## src/rtl/traffic_pkg.sv

```systemverilog
// Shared types and constants for the intersection controller: state enum, LED
// encodings and LED bit positions.
package traffic_pkg;

  typedef enum logic [2:0] {
    StMainGreen  = 3'd0,
    StMainYellow = 3'd1,
    StAllRedA    = 3'd2,
    StSideGreen  = 3'd3,
    StSideYellow = 3'd4,
    StWalk       = 3'd5,
    StAllRedB    = 3'd6
  } state_e;

  localparam int unsigned LedRm   = 6;
  localparam int unsigned LedYm   = 5;
  localparam int unsigned LedGm   = 4;
  localparam int unsigned LedRs   = 3;
  localparam int unsigned LedYs   = 2;
  localparam int unsigned LedGs   = 1;
  localparam int unsigned LedWalk = 0;

  localparam logic [6:0] LedsMainGreen  = 7'b0011000;
  localparam logic [6:0] LedsMainYellow = 7'b0101000;
  localparam logic [6:0] LedsAllRedA    = 7'b1001000;
  localparam logic [6:0] LedsSideGreen  = 7'b1000010;
  localparam logic [6:0] LedsSideYellow = 7'b1000100;
  localparam logic [6:0] LedsWalk       = 7'b1001001;
  localparam logic [6:0] LedsAllRedB    = 7'b1001000;

  // Bits needed to hold 0..n-1, never less than one.
  function automatic int unsigned cnt_width(int unsigned n);
    return (n > 1) ? $clog2(n) : 1;
  endfunction

  function automatic logic [6:0] state_leds(state_e s);
    logic [6:0] l;
    l = LedsAllRedA;
    unique case (s)
      StMainGreen:  l = LedsMainGreen;
      StMainYellow: l = LedsMainYellow;
      StAllRedA:    l = LedsAllRedA;
      StSideGreen:  l = LedsSideGreen;
      StSideYellow: l = LedsSideYellow;
      StWalk:       l = LedsWalk;
      StAllRedB:    l = LedsAllRedB;
      default:      l = LedsAllRedA;
    endcase
    return l;
  endfunction

endpackage

```

## src/rtl/phase_timer.sv

```systemverilog
// Prescaled phase timer: a tick every TICK_DIV cycles and a done strobe on the
// tick where the phase count reaches the terminal value.
module phase_timer
  import traffic_pkg::*;
#(
  parameter int unsigned TICK_DIV = 50000000,
  parameter int unsigned PH_W     = 4
) (
  input  logic            clk,
  input  logic            rst,
  input  logic            clear,
  input  logic [PH_W-1:0] term,
  output logic            tick,
  output logic            done
);

  localparam int unsigned PS_W = cnt_width(TICK_DIV);
  localparam logic [PS_W-1:0] PsLast = PS_W'(TICK_DIV - 1);

  logic [PS_W-1:0] ps_q, ps_d;
  logic [PH_W-1:0] ph_q, ph_d;

  assign tick = (ps_q == PsLast);
  assign done = tick && (ph_q == term);

  always_comb begin
    ps_d = tick ? '0 : ps_q + PS_W'(1);
    ph_d = ph_q;
    if (tick) begin
      ph_d = (ph_q == term) ? '0 : ph_q + PH_W'(1);
    end
    // A state change restarts timing from the top of the new phase.
    if (clear) begin
      ps_d = '0;
      ph_d = '0;
    end
  end

  always_ff @(posedge clk) begin
    if (rst) begin
      ps_q <= '0;
      ph_q <= '0;
    end else begin
      ps_q <= ps_d;
      ph_q <= ph_d;
    end
  end

endmodule

```

## src/rtl/traffic_light_fsm.sv

```systemverilog
// Main/side road intersection controller with pedestrian walk phase; main road
// rests in green and other phases are served on demand.
module traffic_light_fsm
  import traffic_pkg::*;
#(
  parameter int unsigned TICK_DIV     = 50000000,
  parameter int unsigned T_MAIN_MIN   = 10,
  parameter int unsigned T_YELLOW     = 3,
  parameter int unsigned T_ALL_RED    = 1,
  parameter int unsigned T_SIDE_GREEN = 5,
  parameter int unsigned T_WALK       = 4
) (
  input  logic       clk,
  input  logic       rst,
  input  logic       side_sensor,
  input  logic       walk_req,
  output logic [6:0] leds,
  output logic       walk_pending
);

  localparam int unsigned TMax01 = (T_MAIN_MIN > T_YELLOW) ? T_MAIN_MIN : T_YELLOW;
  localparam int unsigned TMax23 = (T_ALL_RED > T_SIDE_GREEN) ? T_ALL_RED : T_SIDE_GREEN;
  localparam int unsigned TMax03 = (TMax01 > TMax23) ? TMax01 : TMax23;
  localparam int unsigned TMax   = (TMax03 > T_WALK) ? TMax03 : T_WALK;
  localparam int unsigned PH_W   = cnt_width(TMax);

  localparam logic [PH_W-1:0] TermMain   = PH_W'(T_MAIN_MIN - 1);
  localparam logic [PH_W-1:0] TermYellow = PH_W'(T_YELLOW - 1);
  localparam logic [PH_W-1:0] TermAllRed = PH_W'(T_ALL_RED - 1);
  localparam logic [PH_W-1:0] TermSide   = PH_W'(T_SIDE_GREEN - 1);
  localparam logic [PH_W-1:0] TermWalk   = PH_W'(T_WALK - 1);

  state_e          state_q, state_d;
  logic [6:0]      leds_q, leds_d;
  logic            pend_q, pend_d;
  logic            min_done_q, min_done_d;
  logic [PH_W-1:0] term;
  logic            clear;
  logic            done;
  logic            timer_tick_unused;

  phase_timer #(
    .TICK_DIV (TICK_DIV),
    .PH_W     (PH_W)
  ) u_phase_timer (
    .clk   (clk),
    .rst   (rst),
    .clear (clear),
    .term  (term),
    .tick  (timer_tick_unused),
    .done  (done)
  );

  always_comb begin
    term = TermMain;
    unique case (state_q)
      StMainGreen:               term = TermMain;
      StMainYellow, StSideYellow: term = TermYellow;
      StAllRedA, StAllRedB:      term = TermAllRed;
      StSideGreen:               term = TermSide;
      StWalk:                    term = TermWalk;
      default:                   term = TermMain;
    endcase
  end

  always_comb begin
    state_d = state_q;
    unique case (state_q)
      StMainGreen: begin
        // Including the current done lets the minimum expire and the request
        // be served on the same edge.
        if ((min_done_q || done) && (side_sensor || pend_q)) state_d = StMainYellow;
      end
      StMainYellow: if (done) state_d = StAllRedA;
      StAllRedA:    if (done) state_d = pend_q ? StWalk : StSideGreen;
      StSideGreen:  if (done) state_d = StSideYellow;
      StSideYellow: if (done) state_d = StAllRedB;
      StWalk:       if (done) state_d = StAllRedB;
      StAllRedB:    if (done) state_d = StMainGreen;
      default:      state_d = StMainGreen;
    endcase
  end

  always_comb begin
    clear      = (state_d != state_q);
    leds_d     = state_leds(state_d);
    min_done_d = (state_q == StMainGreen) && (min_done_q || done);
    pend_d     = pend_q;
    // Entering WALK serves the request and swallows a same-cycle button press.
    if (state_d == StWalk && state_q != StWalk) begin
      pend_d = 1'b0;
    end else if (walk_req && state_q != StWalk) begin
      pend_d = 1'b1;
    end
  end

  always_ff @(posedge clk) begin
    if (rst) begin
      state_q    <= StMainGreen;
      leds_q     <= LedsMainGreen;
      pend_q     <= 1'b0;
      min_done_q <= 1'b0;
    end else begin
      state_q    <= state_d;
      leds_q     <= leds_d;
      pend_q     <= pend_d;
      min_done_q <= min_done_d;
    end
  end

  assign leds         = leds_q;
  assign walk_pending = pend_q;

endmodule

```

## config.mk

```make
export PLATFORM = sky130hd
export DESIGN_NAME = traffic_light_fsm
export DESIGN_NICKNAME = d
export VERILOG_FILES = /design/src/rtl/traffic_pkg.sv /design/src/rtl/phase_timer.sv /design/src/rtl/traffic_light_fsm.sv
export SDC_FILE = /design/constraint.sdc
export NUM_CORES = 1
export LEC_CHECK = 0
export CORE_MARGIN = 5
export CORE_UTILIZATION = 50
export CTS_CLUSTER_DIAMETER = 60
export DETAILED_ROUTE_END_ITERATION = 12
export PLACE_DENSITY = 0.69
export RECOVER_POWER = 100
export SYNTH_ARGS = -nofsm -noshare
export SYNTH_HDL_FRONTEND = slang
export SYNTH_SLANG_ARGS = --single-unit
export TNS_END_PERCENT = 30
```

## constraint.sdc

```tcl
create_clock -name clk -period 6.8 [get_ports clk]
set_input_delay 1.02 -clock clk [delete_from_list [all_inputs] [get_ports clk]]
set_output_delay 1.02 -clock clk [all_outputs]
set_load 0.02 [all_outputs]
```

==> flow_summary_export.csv <==
group,metric,value,unit
run_status,status,"complete, but fails checks",
run_status,violations,"capacitance limit, slew limit",
sta,min_period_over_period,58.0,%
pwr,pwr-share-seq,57.3,%
worst_setup_path,reg2reg_depth,8,
clocking,insertion_delay,0.29,ns
clocking,cts_hold_buf,0,
route,wl_met3,122,µm
sta,slew_violations,27,
cells_and_area,final_cell_mix,"nor2_1 (54), dfxtp_1 (42), nand2_1 (18), xor2_1 (16), nand3_1 (13)",
floorplan,initial_core_util,50.7,%
logic_synthesis,synth_edf_count,0,
pwr,p_clk_share,35.5,%
sta,fin_worst_skew,0.00992,ns
clocking,path_clk_slew,0.07,ns
worst_setup_path,critPathMaxStageDelay,1.54,ns
clocking,post-cts-setup-buffer-count,0,
pwr,peakVddDrop,0.000144,V
sta,finalSetupViolCount,0,
logic_synthesis,seq_area_frac_synth,42.3,%
clocking,cts_tree,"done",
hold_path,hold_path_class,"register to register",
logic_synthesis,mappedNetlistNets,240,
placed_design,dp_slack,3.67,ns
logic_synthesis,synth-seq-cells,42,
sta,fmax,254,MHz
clocking,cts.sinks,42,
route,met2_length,1640,µm
sta,worst_slew_pin_slew,1.97,ns
logic_synthesis,syn_area_per_cell,8.49,µm²
logic_synthesis,synthArstFlopShare,0,%
pwr,total_leakage_power,0.796,nW
placed_design,gp_congestion,0.813,
sta,min_period,3.94,ns
route,num_vias,1524,
cells_and_area,syn_to_final_growth,9.77,%
worst_setup_path,cp_cell_sequence,"ha_1 -> and4_1 -> nand3_1 -> or3_1 -> a211oi_1 -> a21boi_0 -> o2111ai_1 -> nor2_1",
cells_and_area,drive_gt1_share,4.49,%
sta,relSlewSlack,-31.4,%
floorplan,core_area,3910,µm²
pwr,switchingPower,0.110,mW
clocking,root_buffer,"clkbuf_8",
floorplan,die_y,73.0,µm
worst_setup_path,start_kind,"register",
route,top_layer_used,"met4",
job,cap_violations,1,
worst_setup_path,worstSetupPathType,"register to register",
route,dr.pass1.iters,4,
global_route,grt_overflow,0,
worst_setup_path,endpoint_kind,"register",
worst_setup_path,crit_arrival,4.04,ns
pwr,p_sw_share,24.7,%
floorplan,rows,23,
route,wl_per_cell,12.0,µm
floorplan,die_w,73.0,µm
route,wl_met1,1760,µm
logic_synthesis,synthFlopType,"dfxtp_1",
logic_synthesis,ys_warn_count,0,
sta,fin_setup_tns,0,ns
worst_setup_path,required,6.90,ns
worst_setup_path,crit_slowest_cell,"o2111ai_1",
floorplan,io_pins,12,
clocking,clockBufferDepth,2,
global_route,grt_pass1_vias,1372,
cells_and_area,fin_nets,250,
logic_synthesis,netlist_area,1990,µm²
route,drtAntennaViolNets,0,
pwr,intPower,0.335,mW
sta,hold_viol_final,0,
worst_setup_path,worstPathMaxFanout,26,
hold_path,holdPathStages,1,
cells_and_area,n_antenna_cell,0,
clocking,cts_made_buffers,5,
cells_and_area,final_common_cell,"nor2_1",
sta,grt_setup_unrepaired,"false",
route,drt_iter0_drc,189,
logic_synthesis,netlist_instances,234,
route,route.detailed.drc,0,
global_route,grt_max_degree,27,
global_route,grt_pass1_wl,6050,µm
pwr,pwr-share-comb,7.2,%
logic_synthesis,synth_cell_types,42,
sta,worst_slack,2.86,ns
clocking,cts-htree-levels,2,
global_route,grt_usage,14.3,%
route,drt_wl_total,3550,µm
placed_design,hpwlAfterDp,2560,µm
route,routed_via_density,5.17,
placed_design,io_buffer_count,11,
clocking,cts_resized,0,
global_route,antenna_found_initial,0,
floorplan,die-area,5330,µm²
pwr,power.density,204,nW/µm²
==> sequential cells by signal (all words and copies together), names as in the netlist <==
register and flops:
min_done_q 1, state_q 3, leds 7, u_phase_timer.ps_q 26
u_phase_timer.ph_q 4, walk_pending 1
==> cell families (layout without fill, tap and decap cells) <==
kind of cell / count (synthesis) / after routing / share of synthesized area, %
buf+inv: 13 / 24 / 3.02
compound gates: 27 / 27 / 10.1
mux: 5 / 5 / 2.77
xor+xnor: 28 / 28 / 12.4
fa+ha+maj: 2 / 2 / 1.26
flops: 42 / 42 / 42.3
simple gates: 117 / 117 / 28.2
==> layout make-up <==
class | instances | area, µm²
repair buffers | 11 | 110
fillers | 392 | 1730
clock inverters | 3 | 21.3
inverters | 5 | 18.8
clock buffers | 5 | 68.8
flip-flops and latches | 42 | 841
multi-input cells | 179 | 1060
well taps | 50 | 62.6
==> worst paths after layout <==
path | from | endpoint | slack [ns]
setup / recovery | u_phase_timer.ps_q[0] | u_phase_timer.ps_q[9] | 2.86
hold / removal | u_phase_timer.ps_q[0] | u_phase_timer.ps_q[0] | 0.47
setup reg to reg | u_phase_timer.ps_q[0] | u_phase_timer.ps_q[9] | 2.86
hold reg to reg | u_phase_timer.ps_q[0] | u_phase_timer.ps_q[0] | 0.47
==> cells in the mapped netlist, drive strengths merged (2+ instances only) <==
| library cell | number | area share [%] |
|---|---|---|
| inv | 5 | 0.95 |
| or3 | 3 | 1.2 |
| o21ai | 6 | 1.5 |
| xor2 | 16 | 7.1 |
| nor2 | 54 | 10 |
| ha | 2 | 1.3 |
| a211oi | 3 | 1.6 |
| a21oi | 4 | 1.0 |
| a211o | 2 | 0.88 |
| nand2b | 2 | 0.63 |
| mux2i | 4 | 2.0 |
| and4 | 3 | 1.3 |
| nand2 | 18 | 3.4 |
| nor4 | 2 | 0.95 |
| nand3 | 13 | 3.3 |
| nor3 | 4 | 1.0 |
| and3 | 8 | 2.5 |
| buf | 6 | 1.7 |
| clkbuf | 2 | 0.38 |
| xnor2 | 12 | 5.3 |
| nand4 | 6 | 1.9 |
| dfxtp | 42 | 42 |
| a21boi | 3 | 1.1 |
| a21o | 2 | 0.76 |
==> critical path: cells and delay by family (launching register included) <==
kind,cells,cell delay (ns)
AO/OA/AOI/OAI,3,2.23
AND/OR/NAND/NOR,4,0.93
flip-flops,1,0.37
adder cells (fa/ha/maj),1,0.22
==> per-stage QoR <==
stage	std cells	hold slack (ns)	power [mW]	area [µm²]	utilization [%]
2_1_floorplan	234	0.430	0.286	1990	-
3_3_place_gp	287	0.454	0.295	2120	54.1
3_5_place_dp	287	0.462	0.295	2120	54.1
4_1_cts	295	0.480	0.454	2210	56.4
5_1_grt	295	0.519	0.470	2180	55.7
6_report	295	0.467	0.445	2180	55.7
==> per-layer routing <==
metal,GRT usage (%),up-vias
met5,0,-
met3,4.13,2
met1,18.8,689
met2,22.2,14
met4,4.92,0
li1,-,819
==> power by group through the flow <==
stage	sequential, mW	combinational [mW]	clock [mW]
floorplan	0.261	0.0245	0
global placement	0.261	0.0340	0
detailed placement	0.261	0.0339	0
CTS	0.255	0.0340	0.164
global route	0.256	0.0354	0.178
finish	0.255	0.0321	0.158
Note: power is estimated with default switching activity, not from simulation.
